$ cat src/rtl/mul_err_stats_pkg.sv
// rtl/mul_err_stats_pkg.sv - shared state encoding and default widths for mul_err_stats
package mul_err_stats_pkg;
  localparam int W_DEF     = 8;
  localparam int CNT_W_DEF = 17;
  localparam int ACC_W_DEF = 33;

  typedef enum logic [1:0] {IDLE, RUN, DRAIN, DONE} state_t;
endpackage

$ cat src/rtl/abs_diff.sv
// rtl/abs_diff.sv - combinational unsigned |x - y|
module abs_diff #(
  parameter int PW = 16
) (
  input  logic [PW-1:0] x,
  input  logic [PW-1:0] y,
  output logic [PW-1:0] d
);
  assign d = (x >= y) ? (x - y) : (y - x);
endmodule

$ cat src/rtl/mul_err_stats.sv
// rtl/mul_err_stats.sv - error statistics (MAE/WCE/EP) for an approximate 8x8 multiplier
// Optional MUL_ERR_STATS_MSE_EN adds err_sq_sum via an extra squaring stage.
module mul_err_stats
  import mul_err_stats_pkg::*;
#(
  parameter int W     = W_DEF,
  parameter int CNT_W = CNT_W_DEF,
  parameter int ACC_W = ACC_W_DEF
) (
  input  logic               clk,
  input  logic               rst,
  input  logic               start,
  input  logic [CNT_W-1:0]   num_samples,
  input  logic               in_valid,
  output logic               in_ready,
  input  logic [W-1:0]       a,
  input  logic [W-1:0]       b,
  input  logic [2*W-1:0]     o_apx,
  output logic               busy,
  output logic               done,
  output logic [CNT_W-1:0]   sample_cnt,
  output logic [ACC_W-1:0]   err_sum,
  output logic [2*W-1:0]     err_max,
  output logic [CNT_W-1:0]   err_cnt,
  output logic [W-1:0]       wc_a,
`ifdef MUL_ERR_STATS_MSE_EN
  output logic [4*W+CNT_W-1:0] err_sq_sum,
`endif
  output logic [W-1:0]       wc_b
);
  localparam int PW = 2 * W;
  localparam int SW = ((ACC_W > PW) ? ACC_W : PW) + 1;

  state_t           state, state_nx;
  logic [CNT_W-1:0] n_lat, accepted;
  logic             xfer, clear, pipe_busy;

  always_comb begin
    state_nx = state;
    in_ready = 1'b0;
    busy     = 1'b0;
    done     = 1'b0;
    case (state)
      IDLE:  if (start) state_nx = RUN;
      RUN: begin
        busy     = 1'b1;
        in_ready = (accepted < n_lat);
        if (accepted == n_lat) state_nx = DRAIN;
      end
      DRAIN: begin
        busy = 1'b1;
        if (!pipe_busy) state_nx = DONE;
      end
      DONE: begin
        done = 1'b1;
        if (start) state_nx = RUN;
      end
    endcase
  end

  assign xfer  = in_valid & in_ready;
  assign clear = start & ((state == IDLE) | (state == DONE));

  always_ff @(posedge clk) begin
    if (rst) begin
      state    <= IDLE;
      n_lat    <= '0;
      accepted <= '0;
    end else begin
      state <= state_nx;
      if (clear) begin
        n_lat    <= num_samples;
        accepted <= '0;
      end else if (xfer) begin
        accepted <= accepted + CNT_W'(1);
      end
    end
  end

  // Data registers need no reset; only the valid bits gate accumulation.
  logic          s1_v, s2_v;
  logic [W-1:0]  s1_a, s1_b, s2_a, s2_b;
  logic [PW-1:0] s1_apx, s2_apx, s2_p, s2_e;

  always_ff @(posedge clk) begin
    if (rst) begin
      s1_v <= 1'b0;
      s2_v <= 1'b0;
    end else begin
      s1_v <= xfer;
      s2_v <= s1_v;
    end
    s1_a   <= a;
    s1_b   <= b;
    s1_apx <= o_apx;
    s2_a   <= s1_a;
    s2_b   <= s1_b;
    s2_apx <= s1_apx;
    s2_p   <= PW'(s1_a) * PW'(s1_b);
  end

  abs_diff #(.PW(PW)) u_abs_diff (.x(s2_p), .y(s2_apx), .d(s2_e));

  logic          upd_v;
  logic [PW-1:0] upd_e;
  logic [W-1:0]  upd_a, upd_b;

`ifdef MUL_ERR_STATS_MSE_EN
  localparam int SQW = 4 * W + CNT_W;
  logic          s3_v;
  logic [PW-1:0] s3_e;
  logic [W-1:0]  s3_a, s3_b;
  logic [SQW-1:0] sq;

  always_ff @(posedge clk) begin
    if (rst) s3_v <= 1'b0;
    else     s3_v <= s2_v;
    s3_e <= s2_e;
    s3_a <= s2_a;
    s3_b <= s2_b;
  end

  assign sq        = SQW'(s3_e) * SQW'(s3_e);
  assign upd_v     = s3_v;
  assign upd_e     = s3_e;
  assign upd_a     = s3_a;
  assign upd_b     = s3_b;
  assign pipe_busy = s1_v | s2_v | s3_v;

  always_ff @(posedge clk) begin
    if (rst || clear) err_sq_sum <= '0;
    else if (upd_v)   err_sq_sum <= err_sq_sum + sq;
  end
`else
  assign upd_v     = s2_v;
  assign upd_e     = s2_e;
  assign upd_a     = s2_a;
  assign upd_b     = s2_b;
  assign pipe_busy = s1_v | s2_v;
`endif

  // Widened add so a narrowed ACC_W saturates instead of wrapping.
  logic [SW-1:0] sum_ext;
  logic          sum_sat;
  assign sum_ext = SW'(err_sum) + SW'(upd_e);
  assign sum_sat = sum_ext > SW'({ACC_W{1'b1}});

  always_ff @(posedge clk) begin
    if (rst || clear) begin
      sample_cnt <= '0;
      err_sum    <= '0;
      err_max    <= '0;
      err_cnt    <= '0;
      wc_a       <= '0;
      wc_b       <= '0;
    end else if (upd_v) begin
      sample_cnt <= sample_cnt + CNT_W'(1);
      err_sum    <= sum_sat ? {ACC_W{1'b1}} : sum_ext[ACC_W-1:0];
      err_cnt    <= err_cnt + CNT_W'(upd_e != '0);
      if (upd_e > err_max) begin
        err_max <= upd_e;
        wc_a    <= upd_a;
        wc_b    <= upd_b;
      end
    end
  end
endmodule
$ cat config.mk
export PLATFORM = sky130hd
export DESIGN_NAME = mul_err_stats
export DESIGN_NICKNAME = d
export VERILOG_FILES = /design/src/rtl/mul_err_stats_pkg.sv /design/src/rtl/abs_diff.sv /design/src/rtl/mul_err_stats.sv
export SDC_FILE = /design/constraint.sdc
export NUM_CORES = 1
export LEC_CHECK = 0
export ABC_AREA = 1
export CORE_ASPECT_RATIO = 0.75
export CORE_MARGIN = 2
export CORE_UTILIZATION = 35
export DETAILED_ROUTE_END_ITERATION = 7
export GPL_TIMING_DRIVEN = 1
export SYNTH_ARGS = -nofsm -noshare
export SYNTH_HDL_FRONTEND = slang
export SYNTH_SLANG_ARGS = --single-unit
$ cat constraint.sdc
create_clock -name clk -period 7.35 [get_ports clk]
set_input_delay 1.8375 -clock clk [delete_from_list [all_inputs] [get_ports clk]]
set_output_delay 1.8375 -clock clk [all_outputs]
set_load 0.005 [all_outputs]
; ---- Word-level counts from Yosys, hierarchy flattened
; Index checks and enable logic that the tools add are counted.
[word_totals]
wordCells = 57
in_bits = 53
output_inout_bits = 102
regBits = 217
[classes]
n_mul = 1
addsub = 6
n_eq_ne = 7
reduce_logical = 8
n_mux = 9
bitwise = 4
order_cmp = 4
[op_table]
columns = cell, n
row1 = $add 17x1->17 const B, 2
row2 = $add 33x16->34, 1
row3 = $gt 34x33->1 const B, 1
row4 = $mux 33, 1
row5 = $sub 16x16->16, 2
row6 = $add 17x1->17, 1
row7 = $eq 17x17->1, 1
row8 = $lt 17x17->1, 1
row9 = $ge 16x16->1, 1
row10 = $gt 16x16->1, 1
row11 = $mul 8x8->16, 1
row12 = $mux 16, 1
row13 = $reduce_bool 16->1, 1
row14 = $mux 2, 3
row15 = $pmux 2 s3, 1
row16 = $reduce_or 2->1, 3
row17 = $eq 2x2->1 const B, 2
row18 = $ne 2x2->1 const B, 2
row19 = $mux 1, 3
row20 = $reduce_and 3->1, 1
row21 = $and 1x1->1, 2
row22 = $eq 2x1->1 const B, 1
row23 = $logic_not 2->1, 1
row24 = $ne 2x1->1 const B, 1
row25 = other kinds (3), 4

; ---- Longest topological paths before layout
[depth]
depth_word = 5
ltp_mapped = 31
depth_no_buf = 29

; ---- Hierarchy
; A second synthesis with hierarchy kept.
[unflattened]
cells_unflattened = 2079
hier_area_um2 = 14594.0
[modules_own_cells]
columns = module, seq_area_each_um2, cells_per_inst, area_each_um2, instances
row1 = mul_err_stats, 4344.2, 1652, 12351.8, 1
row2 = abs_diff, 0.0, 427, 2242.2, 1

; ---- Worst setup path after synthesis
; OpenSTA, ideal clock, no wires.
[synth_timing]
path_kind = reg-to-reg
from = register s1_b[7]
to = register s2_p[12]
path_stages_with_launch = 15
n_path_buf = 1
arrival_ps = 3886
required_time_ps = 7278
setup_ps = 72
synth_period_minus_slack_ps = 3958
slack_ps = 3392
cell_sequence = dfxtp_1 clkbuf_1 nand2_1 fa_1 fa_1 inv_1 fa_1 fa_1 ha_1 a21oi_1 o21ai_0 a21o_1 a21o_1 a21oi_1 xor2_1
[synth_via]
elab_chain_len = 1
[synth_rtl]
columns = element, line_no
row1 = start: declaration, mul_err_stats.sv:82  ; logic [W-1:0] s1_a, s1_b, s2_a, s2_b;
row2 = start signal: assignment, mul_err_stats.sv:94  ; s1_b <= b;
row3 = $mul 8x8->16, mul_err_stats.sv:99  ; s2_p <= PW'(s1_a) * PW'(s1_b);
row4 = end signal: assignment, mul_err_stats.sv:99
row5 = end: declaration, mul_err_stats.sv:83  ; logic [PW-1:0] s1_apx, s2_apx, s2_p, s2_e;
; No other way between the ends.
; A chain may end at the register's enable or synchronous reset.

; ---- Final worst setup path
[layout_timing]
from = register s2_p[0]
to = register err_max[5]
[layout_via]
elab_chain_len = 4
word_cells_on_any_way = 6
cone_classes = add/sub: 2 / order compare: 2 / mux: 1 / reduce/logical: 1
[layout_rtl]
columns = element, line_no
row1 = $sub 16x16->16 or $ge 16x16->1 (tied branches), abs_diff.sv:9  ; assign d = (x >= y) ? (x - y) : (y - x);
row2 = $mux 16 *, abs_diff.sv:9
row3 = via s2_e[14], mul_err_stats.sv:83
row4 = $gt 16x16->1 *, mul_err_stats.sv:160  ; if (upd_e > err_max) begin
row5 = $reduce_and 2->1 (no source line) *, -
row6 = end signal: assignment, mul_err_stats.sv:161  ; err_max <= upd_e;
row7 = end: declaration, mul_err_stats.sv:23  ; output logic [2*W-1:0] err_max,
; The timed path passes the listed nets; every way through them passes the cells marked *.

==> impl_metrics.csv <==
group,metric,value,unit
synth,synth_edf_count,0,
synth,synth_cell_types,48,
synth,synth_async_sr_flop_share,0,
timing,setup_viol,0,
detailed_routing,vias,12400,
clock_network,clkTransAtPathRegs,0.06,ns
timing,relSlewSlack,0.266,
die,die_h,175,um
worst_setup_path,cp_num_buf_inv,6,
die,coreArea,38500,um2
global_route,grt_pass1_vias,11900,
timing,hold_violations,0,
synth,synth_compound_area_frac,0.0976,
clock_network,cts_repair_resize_count,0,
synth,synth_ff_type,"dfxtp_1",
placement,placed_cell_area,15700,um2
timing,layout_min_cycle_time,5.11,ns
synth,syn_area,13700,um2
global_route,grt_pass1_wl,60.8,mm
synth,yosysMostFrequentCell,"nand2_1",
die,row_count,62,
synth,synth_top_family_by_area,"simple AND/OR/NAND/NOR gates",
timing,max_freq,0.196,GHz
detailed_routing,via_per_inst,4.73,
clock_network,cts_max_path_buffers,3,
clock_network,htree_levels,1,
finish,area_growth,20.5,%
clock_network,cts_tree,"yes",
synth,synth.top_cell.area_share,0.317,
worst_setup_path,end_kind,"flop",
detailed_routing,totalWireLength,36.9,mm
die,ioPinCount,155,
job,maxCapViolCount,0,
finish,design_area,16500,um2
timing,fin_worst_skew,0.0124,ns
placement,port-buffer-count,154,
synth,synth_largest_area_cell,"dfxtp_1",
die,dieArea,40800,um2
worst_setup_path,cp_data_arrival_time,5.56,ns
global_route,grt_overflow,0,
synth,netlist_instances,1966,
clock_network,cts_buffers,25,
timing,fin_setup_tns,0,ns
synth,synth_common_cells,"532 x nand2_1, 352 x inv_1, 217 x dfxtp_1, 161 x nor2_1, 145 x a21oi_1",
synth,avgSynthCellArea,6.98,um2
synth,synth-simple-area-share,0.265,
worst_setup_path,critPathSlowestCell,"inv_1",
placement,gp_congestion,0.924,
worst_setup_path,cp_data_required_time,7.80,ns
timing,finalCritPeriodShare,0.695,
detailed_routing,drt_iter0_markers,795,
synth,syn-num-nets,2182,
pwr,power.leakage,7.99,nW
worst_setup_path,critical_path_class,"flop to flop",
clock_network,cts_sinks,217,
synth,synth_area_leaders,"dfxtp_1 32%, nand2_1 15%, ha_1 11%, inv_1 9.6%, fa_1 5.7%",
global_route,grt_usage,0.182,
die,die_w,233,um
finish,diodes,0,
clock_network,cts_root_buf,"clkbuf_16",
timing,rsz0062_at_grt,"false",
finish,nets,2316,
outcome,status,"complete, no violations",
synth,synth-adder-area-share,0.170,
worst_setup_path,critical-path-top-delay-family,"simple AND/OR/NAND/NOR gates",
synth,ys_warn_count,0,
timing,setup_ws,2.24,ns
worst_setup_path,cp_max_fo,33,
placement,place_hpwl,28.7,mm
clock_network,postCtsHoldBufs,0,
worst_setup_path,worst_path_most_repeated_cell,"nand2_1",
detailed_routing,drc,0,
timing,worst_slew_pin_slew,1.10,ns
detailed_routing,ant_nets,0,
worst_setup_path,worstSetupStartpointType,"flop",
synth,ys_seq_area_frac,0.317,
worst_setup_path,critPathMaxStageDelay,1.08,ns
global_route,antenna_found_initial,1,
min_path,min-delay-path-class,"flop to flop",
synth,synthMuxAreaShare,0,
pwr,ir_drop,0.160,mV
synth,synth_seq_cells,217,
finish,drive_gt1_frac,0.0316,
detailed_routing,wl_per_cell,14.1,um
placement,pre_cts_ws,2.25,ns
die,start_util,0.356,
pwr,power_density,315,nW/um2
clock_network,insertion_delay,0.54,ns
timing,slew_violations,0,
synth,synthXorXnorAreaFrac,0.0370,
clock_network,post_cts_buffers,0,
global_route,grt_max_degree,65,
detailed_routing,drt-pass1-iter-count,7,
cell usage in the layout, fill, tap and decap left out, drive strengths merged, types with 23 or more instances in the layout:
master / n
nor3: 26
ha: 124
xnor2: 23
o21ai: 82
nor2: 165
fa: 39
xor2: 35
nand3: 84
nand4: 32
clkbuf: 34
clkdlybuf4s50: 154
nand2: 546
inv: 357
a21oi: 146
dfxtp: 217
where the power goes:
group	total [W]	switching, W	internal, W
Sequential	0.00138	0.0000811	0.00129
Clock	0.00127	0.000521	0.000747
Combinational	0.00257	0.00167	0.000898
kinds of logic (layout without fill, tap and decap cells):
family / Yosys count / count (layout)
flops: 217 / 217
compound gates: 253 / 253
buf+inv: 407 / 558
simple gates: 868 / 868
fa+ha+maj: 163 / 163
xor+xnor: 58 / 58
flip-flops by register name, summed over array words and instances (netlist names), 16 cells and up:
signal,cells
s1_apx,16
err_max,16
sample_cnt,17
n_lat,17
err_cnt,17
s2_p,16
s2_apx,16
err_sum,33
accepted,17
area by class of cell:
cell class / count / area, um2
Clock buffer: 34 / 669
Inverter: 357 / 1340
Multi-Input combinational cell: 1342 / 7820
Sequential cell: 217 / 4340
Timing Repair Buffer: 157 / 1560
Tap cell: 512 / 641
Clock inverter: 10 / 146
Fill cell: 3966 / 22000
per-stage QoR:
step	instances	hold slack [ns]	total power, W	utilization
final	2629	0.319	0.00521	0.429
after floorplan	1966	0.310	0.00329	-
after global placement	2585	0.316	0.00391	0.408
after CTS	2629	0.311	0.00524	0.429
after global routing	2629	0.324	0.00568	0.429
after detailed placement	2585	0.314	0.00394	0.408
final timing paths:
check	end	slack, ns	from	depth (start not counted)
setup / recovery	err_max[5]	2.24	s2_p[0]	25
hold / removal	s2_apx[9]	0.32	s1_apx[9]	0
setup reg to reg	err_max[5]	2.24	s2_p[0]	25
hold reg to reg	s2_apx[9]	0.32	s1_apx[9]	0
metal layers:
metal | vias up | track usage | part of all wire
met5 | - | 0 | 0.00035
met4 | 2 | 0.0520 | 0.029
met3 | 59 | 0.0354 | 0.062
met2 | 326 | 0.281 | 0.42
met1 | 5633 | 0.257 | 0.49
li1 | 6405 | - | -
No activity file was read; power rests on OpenSTA's default activity.
